## src/rtl/pipe_controller.sv

```systemverilog
// pipe_controller
// ---------------------------------------------------------------------------
// Registered main decoder at the ID/EX boundary of the RISC-V pipeline.
// Decodes opcode (plus funct7 for M-extension ops) into the control bundle
// one cycle after the instruction is sampled. It also sequences multi-cycle
// mul/div issue, a sticky HALT state, flush bubbles and illegal-opcode pulses.
//
// Parameters
//   MULDIV_EN   : 1 = R-type with funct7 0000001 issues a mul/div, 0 = illegal
//   MD_LATENCY  : mul/div busy cycles (1..32)
//   HALT_OPCODE : opcode that halts the core
//
// Ports
//   clk, reset            : core clock, asynchronous active-low reset
//   valid_i               : ID instruction is valid
//   opcode, funct7        : instruction[6:0], instruction[31:25]
//   flush                 : squash the ID instruction
//   stall_ext             : downstream not ready; freeze every register
//   ALUSrc .. jalrsel     : registered control bits
//   ALUOp, RWSel          : registered ALU op class / write-data select
//   md_start              : one-cycle pulse, mul/div issued
//   ctrl_valid_o          : bundle holds a real instruction (0 = bubble)
//   stall_o               : hold IF/ID (from state)
//   halted_o              : core halted, sticky until reset
//   illegal_o             : one-cycle pulse, illegal opcode decoded
// ---------------------------------------------------------------------------
module pipe_controller #(
    parameter bit         MULDIV_EN   = 1'b1,
    parameter int         MD_LATENCY  = 4,
    parameter logic [6:0] HALT_OPCODE = 7'b0000001
) (
    input  logic       clk,
    input  logic       reset,
    input  logic       valid_i,
    input  logic [6:0] opcode,
    input  logic [6:0] funct7,
    input  logic       flush,
    input  logic       stall_ext,
    output logic       ALUSrc,
    output logic       MemtoReg,
    output logic       RegWrite,
    output logic       MemRead,
    output logic       MemWrite,
    output logic       Branch,
    output logic       jalrsel,
    output logic [1:0] ALUOp,
    output logic [1:0] RWSel,
    output logic       md_start,
    output logic       ctrl_valid_o,
    output logic       stall_o,
    output logic       halted_o,
    output logic       illegal_o
);

    localparam int               CNT_W    = $clog2(MD_LATENCY + 1);
    localparam logic [CNT_W-1:0] CNT_LOAD = CNT_W'(MD_LATENCY - 1);

    localparam logic [6:0] OP_R    = 7'b0110011;
    localparam logic [6:0] OP_I    = 7'b0010011;
    localparam logic [6:0] OP_LUI  = 7'b0110111;
    localparam logic [6:0] OP_LW   = 7'b0000011;
    localparam logic [6:0] OP_SW   = 7'b0100011;
    localparam logic [6:0] OP_BR   = 7'b1100011;
    localparam logic [6:0] OP_JAL  = 7'b1101111;
    localparam logic [6:0] OP_JALR = 7'b1100111;
    localparam logic [6:0] F7_MD   = 7'b0000001;

    typedef enum logic [1:0] {RUN, MULDIV, HALTED} state_t;

    typedef struct packed {
        logic       alu_src, mem_to_reg, reg_write, mem_read, mem_write;
        logic       branch, jalr_sel;
        logic [1:0] alu_op;
        logic [1:0] rw_sel;
        logic       md_start;
        logic       ctrl_valid;
        logic       illegal;
    } ctrl_t;

    state_t           state, state_next;
    logic [CNT_W-1:0] cnt, cnt_next;
    ctrl_t            ctrl, ctrl_next;
    ctrl_t            dec;
    logic             legal, is_halt, is_md;

    // Pure opcode decode, independent of state and handshakes.
    // NOTE: every signal written in a combinational block gets a default
    // first, so no path can leave it unassigned and infer a latch.
    always_comb begin
        dec     = '0;
        legal   = 1'b1;
        is_halt = 1'b0;
        is_md   = 1'b0;
        if (opcode == HALT_OPCODE) begin
            is_halt    = 1'b1;
            dec.branch = 1'b1;
            dec.alu_op = 2'b11;
        end else begin
            case (opcode)
                OP_R: begin
                    dec.reg_write = 1'b1;
                    dec.alu_op    = 2'b10;
                    if (funct7 == F7_MD) begin
                        if (MULDIV_EN) begin
                            is_md        = 1'b1;
                            dec.md_start = 1'b1;
                        end else begin
                            legal = 1'b0;
                        end
                    end
                end
                OP_I: begin
                    dec.alu_src   = 1'b1;
                    dec.reg_write = 1'b1;
                    dec.alu_op    = 2'b10;
                end
                OP_LUI: begin
                    dec.reg_write = 1'b1;
                    dec.alu_op    = 2'b11;
                    dec.rw_sel    = 2'b11;
                end
                OP_LW: begin
                    dec.alu_src    = 1'b1;
                    dec.mem_to_reg = 1'b1;
                    dec.reg_write  = 1'b1;
                    dec.mem_read   = 1'b1;
                end
                OP_SW: begin
                    dec.alu_src   = 1'b1;
                    dec.mem_write = 1'b1;
                end
                OP_BR: begin
                    dec.branch = 1'b1;
                    dec.alu_op = 2'b01;
                end
                OP_JAL: begin
                    dec.reg_write = 1'b1;
                    dec.branch    = 1'b1;
                    dec.alu_op    = 2'b11;
                    dec.rw_sel    = 2'b01;
                end
                OP_JALR: begin
                    dec.alu_src   = 1'b1;
                    dec.reg_write = 1'b1;
                    dec.branch    = 1'b1;
                    dec.jalr_sel  = 1'b1;
                    dec.alu_op    = 2'b10;
                    dec.rw_sel    = 2'b01;
                end
                default: legal = 1'b0;
            endcase
        end
    end

    // Next state and next registered bundle; the default bundle is a bubble.
    always_comb begin
        state_next = state;
        cnt_next   = cnt;
        ctrl_next  = '0;
        case (state)
            RUN: begin
                if (flush || !valid_i) begin
                    ctrl_next = '0;
                end else if (!legal) begin
                    ctrl_next.illegal = 1'b1;
                end else begin
                    ctrl_next            = dec;
                    ctrl_next.ctrl_valid = 1'b1;
                    if (is_halt) begin
                        state_next = HALTED;
                    end else if (is_md) begin
                        cnt_next   = CNT_LOAD;
                        state_next = MULDIV;
                    end
                end
            end
            // An issued mul/div runs to completion; flush cannot abort it.
            MULDIV: begin
                if (cnt == '0) begin
                    state_next = RUN;
                end else begin
                    cnt_next = cnt - 1'b1;
                end
            end
            HALTED:  state_next = HALTED;
            default: state_next = RUN;
        endcase
    end

    // stall_ext freezes everything, so pulses are held rather than re-issued.
    // NOTE: sequential state uses non-blocking assignments so every register
    // samples the pre-edge values regardless of statement order.
    always_ff @(posedge clk or negedge reset) begin
        if (!reset) begin
            state <= RUN;
            cnt   <= '0;
            ctrl  <= '0;
        end else if (!stall_ext) begin
            state <= state_next;
            cnt   <= cnt_next;
            ctrl  <= ctrl_next;
        end
    end

    assign ALUSrc       = ctrl.alu_src;
    assign MemtoReg     = ctrl.mem_to_reg;
    assign RegWrite     = ctrl.reg_write;
    assign MemRead      = ctrl.mem_read;
    assign MemWrite     = ctrl.mem_write;
    assign Branch       = ctrl.branch;
    assign jalrsel      = ctrl.jalr_sel;
    assign ALUOp        = ctrl.alu_op;
    assign RWSel        = ctrl.rw_sel;
    assign md_start     = ctrl.md_start;
    assign ctrl_valid_o = ctrl.ctrl_valid;
    assign illegal_o    = ctrl.illegal;
    assign stall_o      = (state == MULDIV) || (state == HALTED);
    assign halted_o     = (state == HALTED);

endmodule

```

## config.mk

```make
export PLATFORM = sky130hd
export DESIGN_NAME = pipe_controller
export DESIGN_NICKNAME = d
export VERILOG_FILES = /design/src/rtl/pipe_controller.sv
export SDC_FILE = /design/constraint.sdc
export NUM_CORES = 1
export LEC_CHECK = 0
export CAP_MARGIN = 20
export CORE_ASPECT_RATIO = 1.75
export CORE_MARGIN = 10
export CORE_UTILIZATION = 50
export CTS_BUF_LIST = sky130_fd_sc_hd__clkbuf_4 sky130_fd_sc_hd__clkbuf_8 sky130_fd_sc_hd__clkbuf_16
export DETAILED_ROUTE_END_ITERATION = 10
export GPL_TIMING_DRIVEN = 1
export PLACE_DENSITY = 0.86
export SETUP_SLACK_MARGIN = 0.3
export SLEW_MARGIN = 20
export SYNTH_ARGS = -nofsm -noshare
export SYNTH_HDL_FRONTEND = slang
export SYNTH_SLANG_ARGS = --single-unit
```

## constraint.sdc

```tcl
create_clock -name clk -period 4.43 [get_ports clk]
set_input_delay 1.1075 -clock clk [delete_from_list [all_inputs] [get_ports clk]]
set_output_delay 1.1075 -clock clk [all_outputs]
set_load 0.05 [all_outputs]
```

==> flow_metrics.tcl <==
set metrics [dict create \
    routed_wl_um 3040 \
    cts_tree "done" \
    synthFlopType "dfrtp_1" \
    num_rows 23 \
    ys_types 49 \
    maxSlewHeadroom 0.447 \
    antenna_cells 0 \
    synthArstFlopShare 1.00 \
    dpl.hpwl_um 2430 \
    critPathCaptureType "output port" \
    path_buf_inv 2 \
    worst_slew_pin_slew_ns 0.827 \
    criticalPathCategory "flop to output port" \
    path_clk_slew_ns 0.07 \
    firstDrtPassIters 4 \
    start_util 0.514 \
    drv_slew 0 \
    nFillCells 181 \
    syn-cell-area_um2 1150 \
    finalSetupTns_ns 0 \
    hold_viol 0 \
    clk_latency_ns 0.26 \
    hold_buffers 0 \
    cellLeakagePower_nw 0.619 \
    fp.dieW_um 56.3 \
    dieHeight_um 83.5 \
    drc 0 \
    h-tree-depth 1 \
    clkSinkCount 18 \
    arrival_ns 1.80 \
    final_nets 177 \
    ant_nets 0 \
    dieArea_um2 4700 \
    cts_resized 0 \
    synth-seq-cells 18 \
    grt_pass1_wl_um 5140 \
    max_freq_mhz 344 \
    core_um2 2240 \
    syn2layout_area_growth_pct 33.2 \
    min_period_ns 2.91 \
    maxCapViolations 0 \
    ys_warn_count 0 \
    start_kind "flop" \
    gp_congestion 0.808 \
    critPathMaxStageDelay_ns 0.80 \
    dr.first_iter.drc_count 32 \
    vias 1044 \
    yosys.area.top_type "dfrtp_1" \
    fin_skew_ns 0.00485 \
    antenna_found_initial 0 \
    viasPerCell 5.90 \
    grt_pass1_vias 1088 \
    crit_path_max_fanout 3 \
    synthCells 121 \
    root_buffer "clkbuf_8" \
    synth_area_leaders "dfrtp_1 (39%), nand2_1 (7.2%), ha_1 (5.4%)" \
    drive_gt1_frac 0.0921 \
    synth_nets 145 \
    port_buffers 34 \
    hp-class "flop to flop" \
    clockBufferDepth 2 \
    p_per_area_nw_per_um2 331 \
    path_delay_family "buffers and inverters" \
    track_usage 0.132 \
    total_power_w 0.000509 \
    seq_area_frac_synth 0.390 \
    wl_per_cell_um 17.2 \
    cp_slowest_cell "clkdlybuf4s50_1" \
    ys_top_cells_by_count "nand2_1 (22), dfrtp_1 (18), inv_1 (9)" \
    peakVddDrop_mv 0.222 \
    pin_count 35 \
    synth_most_common_cell "nand2_1" \
    path_cells "inv_1 > ha_1 > clkdlybuf4s50_1" \
    yosysTopAreaCellShare 0.390 \
    status "completed" \
    synth_edf_count 0 \
    numCtsBuffers 3 \
    post_cts_buffers 0 \
    overflow 0 \
    rsz0062_at_grt "no" \
    setup_viol 0 \
    syn_area_per_cell_um2 9.53 \
    finalCritPeriodShare 0.656 \
    critPathRequiredTime_ns 3.32 \
    grt_max_degree 19 \
]
## placed cells by master (no fill, tap or decap), drive strengths merged, types with 2 or more instances in the layout
cell type       n
nand2          22
nor3            2
a211oi          2
o41ai           2
nor4b           3
nand2b          5
clkdlybuf4s50  34
a22o            2
nor2            3
a2111o          2
clkbuf          4
a21oi           3
nand4           2
dfrtp          18
inv             9
mux2            2
o21ai           7
o31ai           4
ha              5
## cell families (layout without fill, tap and decap cells)
group | count (synthesis) | in the layout | synth area share
buf+inv | 16 | 47 | 0.0672
mux | 2 | 2 | 0.0195
flops | 18 | 18 | 0.390
simple gates | 48 | 48 | 0.253
xor+xnor | 1 | 1 | 0.00759
fa+ha+maj | 5 | 5 | 0.0542
compound gates | 31 | 31 | 0.208
## path summary, 6_finish.rpt
| check | from | to | slack (ns) | cells past startpoint |
|---|---|---|---|---|
| setup / recovery | state[0] | stall_o | 1.52 | 3 |
| hold / removal | ctrl_valid_o | ctrl_valid_o | 0.48 | 2 |
| setup reg to reg | state[0] | cnt[0] | 2.48 | 6 |
| hold reg to reg | ctrl_valid_o | ctrl_valid_o | 0.48 | 2 |
| max in group asynchronous | reset | illegal_o | 2.60 | 1 |
| min in group asynchronous | reset | cnt[0] | 1.32 | 1 |
## metal layers
| layer | track usage | vias up | routed length, um |
|---|---|---|---|
| li1 | - | 499 | - |
| met1 | 0.124 | 504 | 1130 |
| met5 | 0 | - | 0 |
| met4 | 0.0791 | 0 | 94 |
| met3 | 0.0351 | 7 | 139 |
| met2 | 0.242 | 34 | 1680 |
## report_power, final
part | total (W) | switching [W] | internal, W
logic | 0.000180 | 0.000109 | 0.0000709
clock network | 0.000136 | 0.0000572 | 0.0000792
registers | 0.000193 | 0.0000121 | 0.000181
## flip-flops by register name (all words and copies together) (netlist names)
signal and cells:
state 2, ALUSrc 1, ALUOp 2, md_start 1
RWSel 2, ctrl_valid_o 1, cnt 3, jalrsel 1
Branch 1, MemWrite 1, RegWrite 1, MemtoReg 1
illegal_o 1
## final cells by class
| type | instances | area [um^2] | area share |
|---|---|---|---|
| multi-input combinational | 87 | 626 | 0.407 |
| sequential | 18 | 450 | 0.293 |
| timing repair buffer | 34 | 340 | 0.221 |
| clock buffer | 4 | 55.1 | 0.0358 |
| inverter | 9 | 33.8 | 0.0220 |
| tap | 25 | 31.3 | 0.0204 |
## tightest hold or removal path: stages, from the launching register on
cell	delay [ns]
dfrtp_1	0.34
nand2_1	0.05
nand2_1	0.05
## stage by stage
stage	cell area, um^2	setup slack (ns)	hold slack (ns)	instances	utilization
after CTS	1540	1.52	0.484	177	0.685
after floorplan	1150	2.09	0.458	121	-
after global routing	1540	1.47	0.493	177	0.685
after global placement	1480	1.41	0.462	173	0.660
final	1540	1.52	0.479	177	0.685
after detailed placement	1480	1.38	0.466	173	0.660
Note: power is estimated with default switching activity, not from simulation.
